<file path="config.mk">
export PLATFORM = sky130hd
export DESIGN_NAME = servo_ramp
export DESIGN_NICKNAME = d
export VERILOG_FILES = /design/src/rtl/servo_pkg.sv /design/src/rtl/ramp_tick.sv /design/src/rtl/servo_ramp.sv
export SDC_FILE = /design/constraint.sdc
export NUM_CORES = 1
export LEC_CHECK = 0
export ABC_AREA = 1
export CORE_UTILIZATION = 54
export DETAILED_ROUTE_END_ITERATION = 6
export PLACE_DENSITY = 0.77
export RECOVER_POWER = 25
export REMOVE_ABC_BUFFERS = 1
export SETUP_SLACK_MARGIN = 0.3
export SYNTH_ARGS = -nofsm -noshare
export SYNTH_HDL_FRONTEND = slang
export SYNTH_SLANG_ARGS = --single-unit
</file>
<file path="constraint.sdc">
create_clock -name clk -period 2.9 [get_ports clk]
set_clock_uncertainty 0.1 [all_clocks]
set_input_delay 0.29 -clock clk [delete_from_list [all_inputs] [get_ports clk]]
set_output_delay 0.29 -clock clk [all_outputs]
set_load 0.005 [all_outputs]
</file>
<file path="src/rtl/servo_pkg.sv">
// Shared servo types and default duty constants for the ramp controller.
package servo_pkg;

  typedef enum logic {IDLE, RAMP} state_t;

  localparam logic [7:0] RST_DUTY = 8'd128;
  localparam logic [7:0] DMIN     = 8'd16;
  localparam logic [7:0] DMAX     = 8'd240;

endpackage

</file>
<file path="src/rtl/ramp_tick.sv">
// Ramp prescaler: counts 0..PRESC-1 while en is high, tick on the last count.
// Held at 0 whenever en is low, so every ramp starts from a full period.
module ramp_tick #(
  parameter int PRESC = 50000
) (
  input  logic clk,
  input  logic rst,
  input  logic en,
  output logic tick
);

  localparam int CW = $clog2(PRESC);

  logic [CW-1:0] cnt;

  assign tick = en && (cnt == CW'(PRESC - 1));

  always_ff @(posedge clk) begin
    if (rst || !en || tick) begin
      cnt <= '0;
    end else begin
      cnt <= cnt + 1'b1;
    end
  end

endmodule

</file>
<file path="src/rtl/servo_ramp.sv">
// Servo duty ramp: accepts a target in IDLE, slews duty_out by STEP every PRESC cycles, one-cycle done.
// Commands are refused (cmd_ready low) during a ramp and in reset; SERVO_RAMP_CLAMP_EN clamps targets.
module servo_ramp #(
  parameter int           W        = 8,
  parameter int           PRESC    = 50000,
  parameter int           STEP     = 1,
  parameter logic [W-1:0] RST_DUTY = servo_pkg::RST_DUTY,
  parameter logic [W-1:0] DMIN     = servo_pkg::DMIN,
  parameter logic [W-1:0] DMAX     = servo_pkg::DMAX
) (
  input  logic         clk,
  input  logic         rst,
  input  logic         cmd_valid,
  input  logic [W-1:0] cmd_target,
  output logic         cmd_ready,
  output logic [W-1:0] duty_out,
  output logic         busy,
  output logic         done
);

  import servo_pkg::*;

  localparam logic [W:0] STEP_W = (W + 1)'(STEP);

  if (PRESC < 2 || STEP < 1 || DMIN > RST_DUTY || RST_DUTY > DMAX) begin : g_bad_cfg
    $error("servo_ramp: inconsistent parameters");
  end

  state_t       state;
  logic [W-1:0] target_q;
  logic [W-1:0] eff_target;
  logic [W-1:0] next_duty;
  logic [W:0]   diff_up;
  logic [W:0]   diff_dn;
  logic         tick;

  assign busy      = (state == RAMP);
  assign cmd_ready = (state == IDLE) && !rst;

`ifdef SERVO_RAMP_CLAMP_EN
  always_comb begin
    eff_target = cmd_target;
    if (cmd_target < DMIN) begin
      eff_target = DMIN;
    end else if (cmd_target > DMAX) begin
      eff_target = DMAX;
    end
  end
`else
  assign eff_target = cmd_target;
`endif

  // Differences are W+1 bits wide; a full step is only taken when it cannot overshoot the target.
  always_comb begin
    diff_up   = {1'b0, target_q} - {1'b0, duty_out};
    diff_dn   = {1'b0, duty_out} - {1'b0, target_q};
    next_duty = target_q;
    if (target_q > duty_out) begin
      if (diff_up > STEP_W) begin
        next_duty = duty_out + STEP_W[W-1:0];
      end
    end else if (diff_dn > STEP_W) begin
      next_duty = duty_out - STEP_W[W-1:0];
    end
  end

  ramp_tick #(.PRESC(PRESC)) u_tick (
    .clk  (clk),
    .rst  (rst),
    .en   (busy),
    .tick (tick)
  );

  always_ff @(posedge clk) begin
    if (rst) begin
      state    <= IDLE;
      duty_out <= RST_DUTY;
      target_q <= RST_DUTY;
      done     <= 1'b0;
    end else begin
      done <= 1'b0;
      case (state)
        IDLE: begin
          if (cmd_valid) begin
            target_q <= eff_target;
            if (eff_target == duty_out) begin
              done <= 1'b1;
            end else begin
              state <= RAMP;
            end
          end
        end
        RAMP: begin
          if (tick) begin
            duty_out <= next_duty;
            if (next_duty == target_q) begin
              state <= IDLE;
              done  <= 1'b1;
            end
          end
        end
        default: state <= IDLE;
      endcase
    end
  end

endmodule

</file>
==> metrics.md, run 1 <==
| Metric | Value |
|---|---|
| Internal power | 932 µW |
| Max FO, Critical Path | 6 |
| F_max | 0.357 GHz |
| Synth Flop Type | dfxtp_1 |
| Final net count | 584 |
| Worst R2R Setup Slack | 0.1 ns |
| PortBufs | 21 |
| IO Pins | 22 |
| Cell taking the most area after synthesis | dfxtp_1 |
| Largest net degree at the start of global routing | 17 |
| Dpl hpwl | 6880 µm |
| GRT Resource Usage Total | 31.2% |
| Setup TNS | 0 ns |
| Reg2Reg Depth | 23 |
| #FFs+latches synth | 34 |
| Antenna-violating nets left | 0 |
| Syn Inst Count | 497 |
| CP Capture Type | flop |
| Initial Utilization | 57.0% |
| Ranking of synthesized cells by area | dfxtp_1 21%, nand2_1 14%, nand3_1 9.6% |
| Period utilisation layout | 96.6% |
| Setup CP Type | reg2reg |
| Non-Filler Instances | 624 |
| Initial antenna violation count | 0 |
| DIE WIDTH | 78.9 µm |
| DIE AREA | 6230 µm² |
| Clock transition at path regs | 0.07 ns |
| DRC violations left | 0 |
| RR Startpoint | duty_out[0] |
| Number of global-route vias before repair | 3408 |
| Total wire length | 9760 µm |
| Worst-case hold slack | 0.353 ns |
| Final min period | 2.80 ns |
| Final Hold Fails | 0 |
| Gr ovfl total | 0 |
| Switching Power | 598 µW |
| Vias/cell | 5.75 |
| Static leakage | 0.00190 µW |
| CTS tree | done |
| Unrepaired setup endpoints after global routing | yes |
| Placer Congestion | 0.945 |
| Hold path depth | 1 |
| Crit path DAT | 2.88 ns |
| Synth Warn # | 0 |
| Maximum VDD drop | 0.259 mV |
| HP Start | u_tick.cnt[0] |
| Share of the synthesized area in the top cell type | 21.3% |
| Power Dens Cells | 367 nW/µm² |
| WP data required | 2.98 ns |
| Type of origin of the critical path | flop |
| Final setup viols | 0 |
| Synth Area per Inst | 6.43 µm² |
| Sequential share of power | 32.5% |
| Max-slew violation count | 0 |
| # diodes | 0 |
| Count leader, synth | nand2_1 |
| Routed length per placed instance | 15.6 µm |
| Seq/Total Area, Yosys | 21.3% |
| Fill cell count | 451 |
| Area grow syn2layout | 30.3% |
| Hold Path Sink | u_tick.cnt[0] |
| Post-synth top cells | 120 x nand2_1, 80 x inv_1, 61 x nand3_1, 34 x dfxtp_1, 27 x a21oi_1 |
| H-tree depth | 2 |
| Starting DRT DRC Count | 390 |
| CTS root buffer | clkbuf_8 |
| Status | completed |
| MaxCap Viol Count | 0 |
| Sw Ratio | 39.1% |
| Clock power frac | 24.2% |
| Async S/R FF share, synth | 0% |
| Post-synth EDFFs | 0 |
| Synth Cell Area | 3200 µm² |
| Comb pwr share | 43.3% |
| Clock buffer depth | 2 |
| CTS sink cnt | 34 |
| Hold Path Class | reg2reg |
| Cell variety after synth | 38 |
| Reg2reg end | busy |
| Clk Latency, worst-skew pair | 0.30 ns |
| Cells after DPL | 604 |
| Die height | 78.9 µm |
| Slew @ Worst Pin | 0.524 ns |
| Cts bufs inserted | 5 |
| Row count | 27 |
| DR vias | 3588 |
| Slew HR | 64.8% |
| Pre-Repair DR Iteration Count | 5 |
| Core Region | 5610 µm² |
| Ratio of cells with drive above 1 in the final layout | 26.8% |
| First-pass GRT wire length | 15100 µm |
layer usage:
layer  part of all wire (%)  vias up  wire length (µm)  GRT usage [%]
li1                       -     1713                 -              -
met1                     40     1648              3860           36.0
met2                     50      177              4870           57.0
met3                    6.7       50               654           3.91
met4                    3.9        0               379           14.0
met5                      0        -                 0              0
critical path, stage by stage (launching register included):
cell     delay, ns
dfxtp_2       0.34
inv_2         0.05
ha_4          0.16
fa_2          0.36
inv_2         0.07
nand2_4       0.06
nand2_4       0.09
nand2_2       0.05
nand2_1       0.05
nand2_1       0.06
nor2_2        0.12
nand2_2       0.10
nor2_8        0.20
nand2_4       0.12
nand2_2       0.08
nand3_1       0.10
nand3_1       0.09
nand2_1       0.05
inv_1         0.04
nand2_1       0.07
nor2_2        0.11
nand3_2       0.10
nand2_2       0.07
a21oi_2       0.04
layout make-up:
class	count	area (µm²)	share of cell area (%)
Timing Repair Buffer	56	531	12.7
Clock inverter	1	5.00	0.120
Sequential cell	34	692	16.6
Tap cell	72	90.1	2.16
Multi-Input combinational cell	373	2450	59.0
Clock buffer	7	86.3	2.07
Inverter	81	305	7.33
worst max path at each step:
stage,startpoint,endpoint,slack [ns],cells past startpoint
3_5_place_dp,duty_out[0],busy,-0.08,21
6_report,duty_out[0],busy,0.1,23
4_1_cts,duty_out[0],busy,0.10,19
5_1_grt,duty_out[0],busy,-0.03,23
3_3_place_gp,duty_out[0],busy,-0.001,21
2_1_floorplan,duty_out[2],busy,-0.04,17
cells in the final DEF (no fill, tap or decap), drive strengths merged, types with 2 or more instances in the layout:
cell type	n
nand2	133
o21ai	20
nor3b	3
clkinv	2
a21oi	31
dfxtp	34
inv	80
buf	35
nor3	10
nand4	8
fa	2
clkbuf	7
a21boi	2
clkdlybuf4s50	19
xor2	13
nor4	6
xnor2	8
nor2	35
ha	20
dlygate4sd3	2
o211ai	5
or2	2
nand3	71
power groups by stage:
stage	sequential (µW)	combinational [µW]	clock, µW
final	497	663	370
after global routing	499	709	392
after CTS	495	587	373
after detailed placement	504	519	0
after global placement	504	509	0
after floorplan	499	358	0
flip-flops by register name, summed over array words and instances, names as in the netlist:
signal      count
u_tick.cnt     16
duty_out        8
target_q        8
busy            1
done            1
timing repair:
item                       in CTS  in global routing
hold buffers                    0                  0
pin swaps                      30                 30
gates cloned                    2                  0
resized for setup              47                 44
setup endpoints to repair      10                 10
buffers inserted                7                  3
logic make-up after synthesis:
family                   count (synthesis)  share of synthesized area (%)
AO/OA/AOI/OAI                           61                           11.2
XOR/XNOR                                21                           5.76
adder cells (fa/ha/maj)                 22                           9.08
buffers and inverters                   92                           11.7
flip-flops                              34                           21.3
AND/OR/NAND/NOR                        267                           41.0
stage by stage:
stage	power [µW]	util [%]	setup slack (ns)	cell area (µm²)
global placement	1010	65.1	-0.00145	3650
detailed placement	1020	65.1	-0.0787	3650
global route	1600	74.3	-0.0279	4160
floorplan	857	-	-0.0386	3130
CTS	1450	70.8	0.101	3970
finish	1530	74.3	0.0988	4160
(Power assumes the default switching activity.)
==> run 2, diff against run 1 <==
--- a/config.mk
+++ b/config.mk
@@ -8,6 +8,7 @@
 export ABC_AREA = 1
 export CORE_UTILIZATION = 54
 export DETAILED_ROUTE_END_ITERATION = 6
+export HOLD_SLACK_MARGIN = 0.1
 export PLACE_DENSITY = 0.77
 export RECOVER_POWER = 25
 export REMOVE_ABC_BUFFERS = 1
==> results of run 2 <==
Final layout, timing and power as in run 1 (identical DEF).
==> run 3, diff against run 2 <==
--- a/config.mk
+++ b/config.mk
@@ -8,6 +8,7 @@
 export ABC_AREA = 1
 export CORE_UTILIZATION = 54
 export DETAILED_ROUTE_END_ITERATION = 6
+export GPL_TIMING_DRIVEN = 0
 export HOLD_SLACK_MARGIN = 0.1
 export PLACE_DENSITY = 0.77
 export RECOVER_POWER = 25
==> run 3 against run 2 <==
- flip-flop and latch count did not move
- via count up 2.1%
- design area rose by 5.1%
- power is 6.7% higher
- largest power group unchanged
- the run now ends with negative setup slack left
- first-iteration DRC count down 1.8%
==> metrics.md, run 3 (synthesized netlist as in run 1, its figures left out) <==
| Metric | Value |
|---|---|
| Gr ovfl total | 0 |
| Vias/cell | 5.91 |
| Unrepaired setup endpoints after global routing | yes |
| IO Pins | 22 |
| Placer Congestion | 0.923 |
| Ratio of cells with drive above 1 in the final layout | 33.9% |
| Non-Filler Instances | 620 |
| Biggest register | u_tick.cnt |
| Clk Latency, worst-skew pair | 0.29 ns |
| Core Region | 5610 µm² |
| Commonest non-fill, non-tap cells in the layout | 91 x nand2_1, 69 x inv_1, 34 x nand3_1, 34 x nand2_2, 27 x nand3_2 |
| HP Start | u_tick.cnt[0] |
| H-tree depth | 2 |
| Area of the multi-input gates | 2660 µm² |
| Setup CP Type | reg2reg |
| Reg2Reg Depth | 15 |
| CP Capture Type | flop |
| Initial Utilization | 57.0% |
| Cts bufs inserted | 5 |
| Switching Power | 665 µW |
| Hold Path Class | reg2reg |
| GRT Resource Usage Total | 31.1% |
| Reg area | 712 µm² |
| CTS tree | done |
| Antenna-violating nets left | 0 |
| Internal power | 967 µW |
| Slew HR | 59.4% |
| MaxCap Viol Count | 0 |
| Commonest non-fill, non-tap cell in the layout | nand2_1 |
| DRC violations left | 0 |
| Setup ws final | -0.101 ns |
| Area grow syn2layout | 37.0% |
| Final min period | 3.00 ns |
| PortBufs | 21 |
| Starting DRT DRC Count | 383 |
| Power Dens Cells | 373 nW/µm² |
| Largest net degree at the start of global routing | 17 |
| WP data required | 3.02 ns |
| Static leakage | 0.00192 µW |
| Die height | 78.9 µm |
| Reg2reg end | busy |
| Period utilisation layout | 103% |
| Total wire length | 10700 µm |
| Crit path DAT | 3.12 ns |
| Clock power frac | 22.1% |
| Worst R2R Setup Slack | -0.10 ns |
| F_max | 0.333 GHz |
| DIE AREA | 6230 µm² |
| Row count | 27 |
| DIE WIDTH | 78.9 µm |
| Regs by FF count | u_tick.cnt x16, duty_out x8, target_q x8 |
| Clock transition at path regs | 0.07 ns |
| Final net count | 580 |
| Initial antenna violation count | 0 |
| Type of origin of the critical path | flop |
| Maximum VDD drop | 0.378 mV |
| Max FO, Critical Path | 5 |
| Max FFs per register | 16 |
| Comb pwr share | 47.6% |
| # diodes | 0 |
| Slew @ Worst Pin | 0.608 ns |
| Sequential share of power | 30.3% |
| Sw Ratio | 40.8% |
| Cells after DPL | 579 |
| First-pass GRT wire length | 15200 µm |
| Clock buffer depth | 2 |
| RR Startpoint | target_q[0] |
| Setup TNS | -0.155 ns |
| Dpl hpwl | 6160 µm |
| Max-slew violation count | 0 |
| Number of global-route vias before repair | 3285 |
| Failing checks | negative setup slack |
| Fill cell count | 363 |
| Final Hold Fails | 0 |
| Final setup viols | 2 |
| DR vias | 3662 |
| CTS root buffer | clkbuf_8 |
| CTS sink cnt | 34 |
| Hold path depth | 1 |
| Pre-Repair DR Iteration Count | 6 |
| Routed length per placed instance | 17.3 µm |
| Hold Path Sink | u_tick.cnt[0] |
| Status | finished, violations left |
run 3: cell types whose count changed in the layout (fill, tap and decap cells not counted), moves of 4 or more:
cell | before | now
buf_4 | 29 | 21
dfxtp_1 | 29 | 23
nand3_2 | 20 | 27
o21ai_1 | 4 | 0
nand3_4 | 4 | 10
nand2_2 | 22 | 34
o21ai_2 | 4 | 10
nand2_1 | 103 | 91
dfxtp_4 | 2 | 7
nand3_1 | 47 | 34
run 3: worst max path at each step:
stage | end | cells past startpoint | startpoint
6_report | busy | 15 | target_q[0]
5_1_grt | busy | 21 | target_q[0]
4_1_cts | busy | 19 | duty_out[0]
3_5_place_dp | busy | 18 | duty_out[5]
3_3_place_gp | busy | 18 | duty_out[2]
2_1_floorplan | busy | 17 | duty_out[2]
run 3: worst max-delay path, cell delays in order (launching register included):
cell      delay, ns
dfxtp_4        0.39
clkinv_4       0.07
ha_4           0.16
fa_2           0.56
a21boi_4       0.18
nand3_1        0.13
nor2_4         0.19
nand3_4        0.18
buf_6          0.16
o211ai_1       0.25
nand3_1        0.16
nand2_2        0.12
nor2_2         0.04
nand3_2        0.08
nand2_2        0.06
a21oi_2        0.10
run 3: repair_timing:
item	4_1_cts	5_1_grt
hold buffers	0	0
cloned	2	0
resized for setup	81	80
pin swaps	33	38
buffers inserted	20	11
endpoints found under the setup margin	10	12
run 3: cell type report:
| cell class | count | area share, % |
|---|---|---|
| Clock inverter | 1 | 0.114 |
| Sequential cell | 34 | 16.3 |
| Inverter | 81 | 7.23 |
| Tap cell | 72 | 2.06 |
| Timing Repair Buffer | 52 | 11.7 |
| Clock buffer | 7 | 1.97 |
| Multi-Input combinational cell | 373 | 60.7 |
run 3: routing by layer:
layer / track usage (%) / part of all wire, % / up-vias
met2: 54.3 / 49 / 219
met4: 16.4 / 5.6 / 0
met1: 36.0 / 38 / 1654
met3: 5.63 / 7.7 / 75
li1: - / - / 1714
met5: 0 / 0 / -
run 3: power by group through the flow:
stage	registers, µW	logic, µW	clock network, µW
global placement	502	460	0
global route	494	827	392
finish	494	777	361
detailed placement	502	470	0
floorplan	499	358	0
CTS	491	624	370
run 3: metrics by stage:
step                      hold WS, ns  area, µm²  power (µW)  util, %  setup WS [ns]
after floorplan                 0.252       3130         857        -        -0.0386
after global placement          0.330       3430         962     61.1         -0.618
after detailed placement        0.347       3430         973     61.1         -0.655
after CTS                       0.357       3990        1480     71.2          0.108
after global routing            0.369       4380        1710     78.1         -0.192
final                           0.352       4380        1630     78.1         -0.101
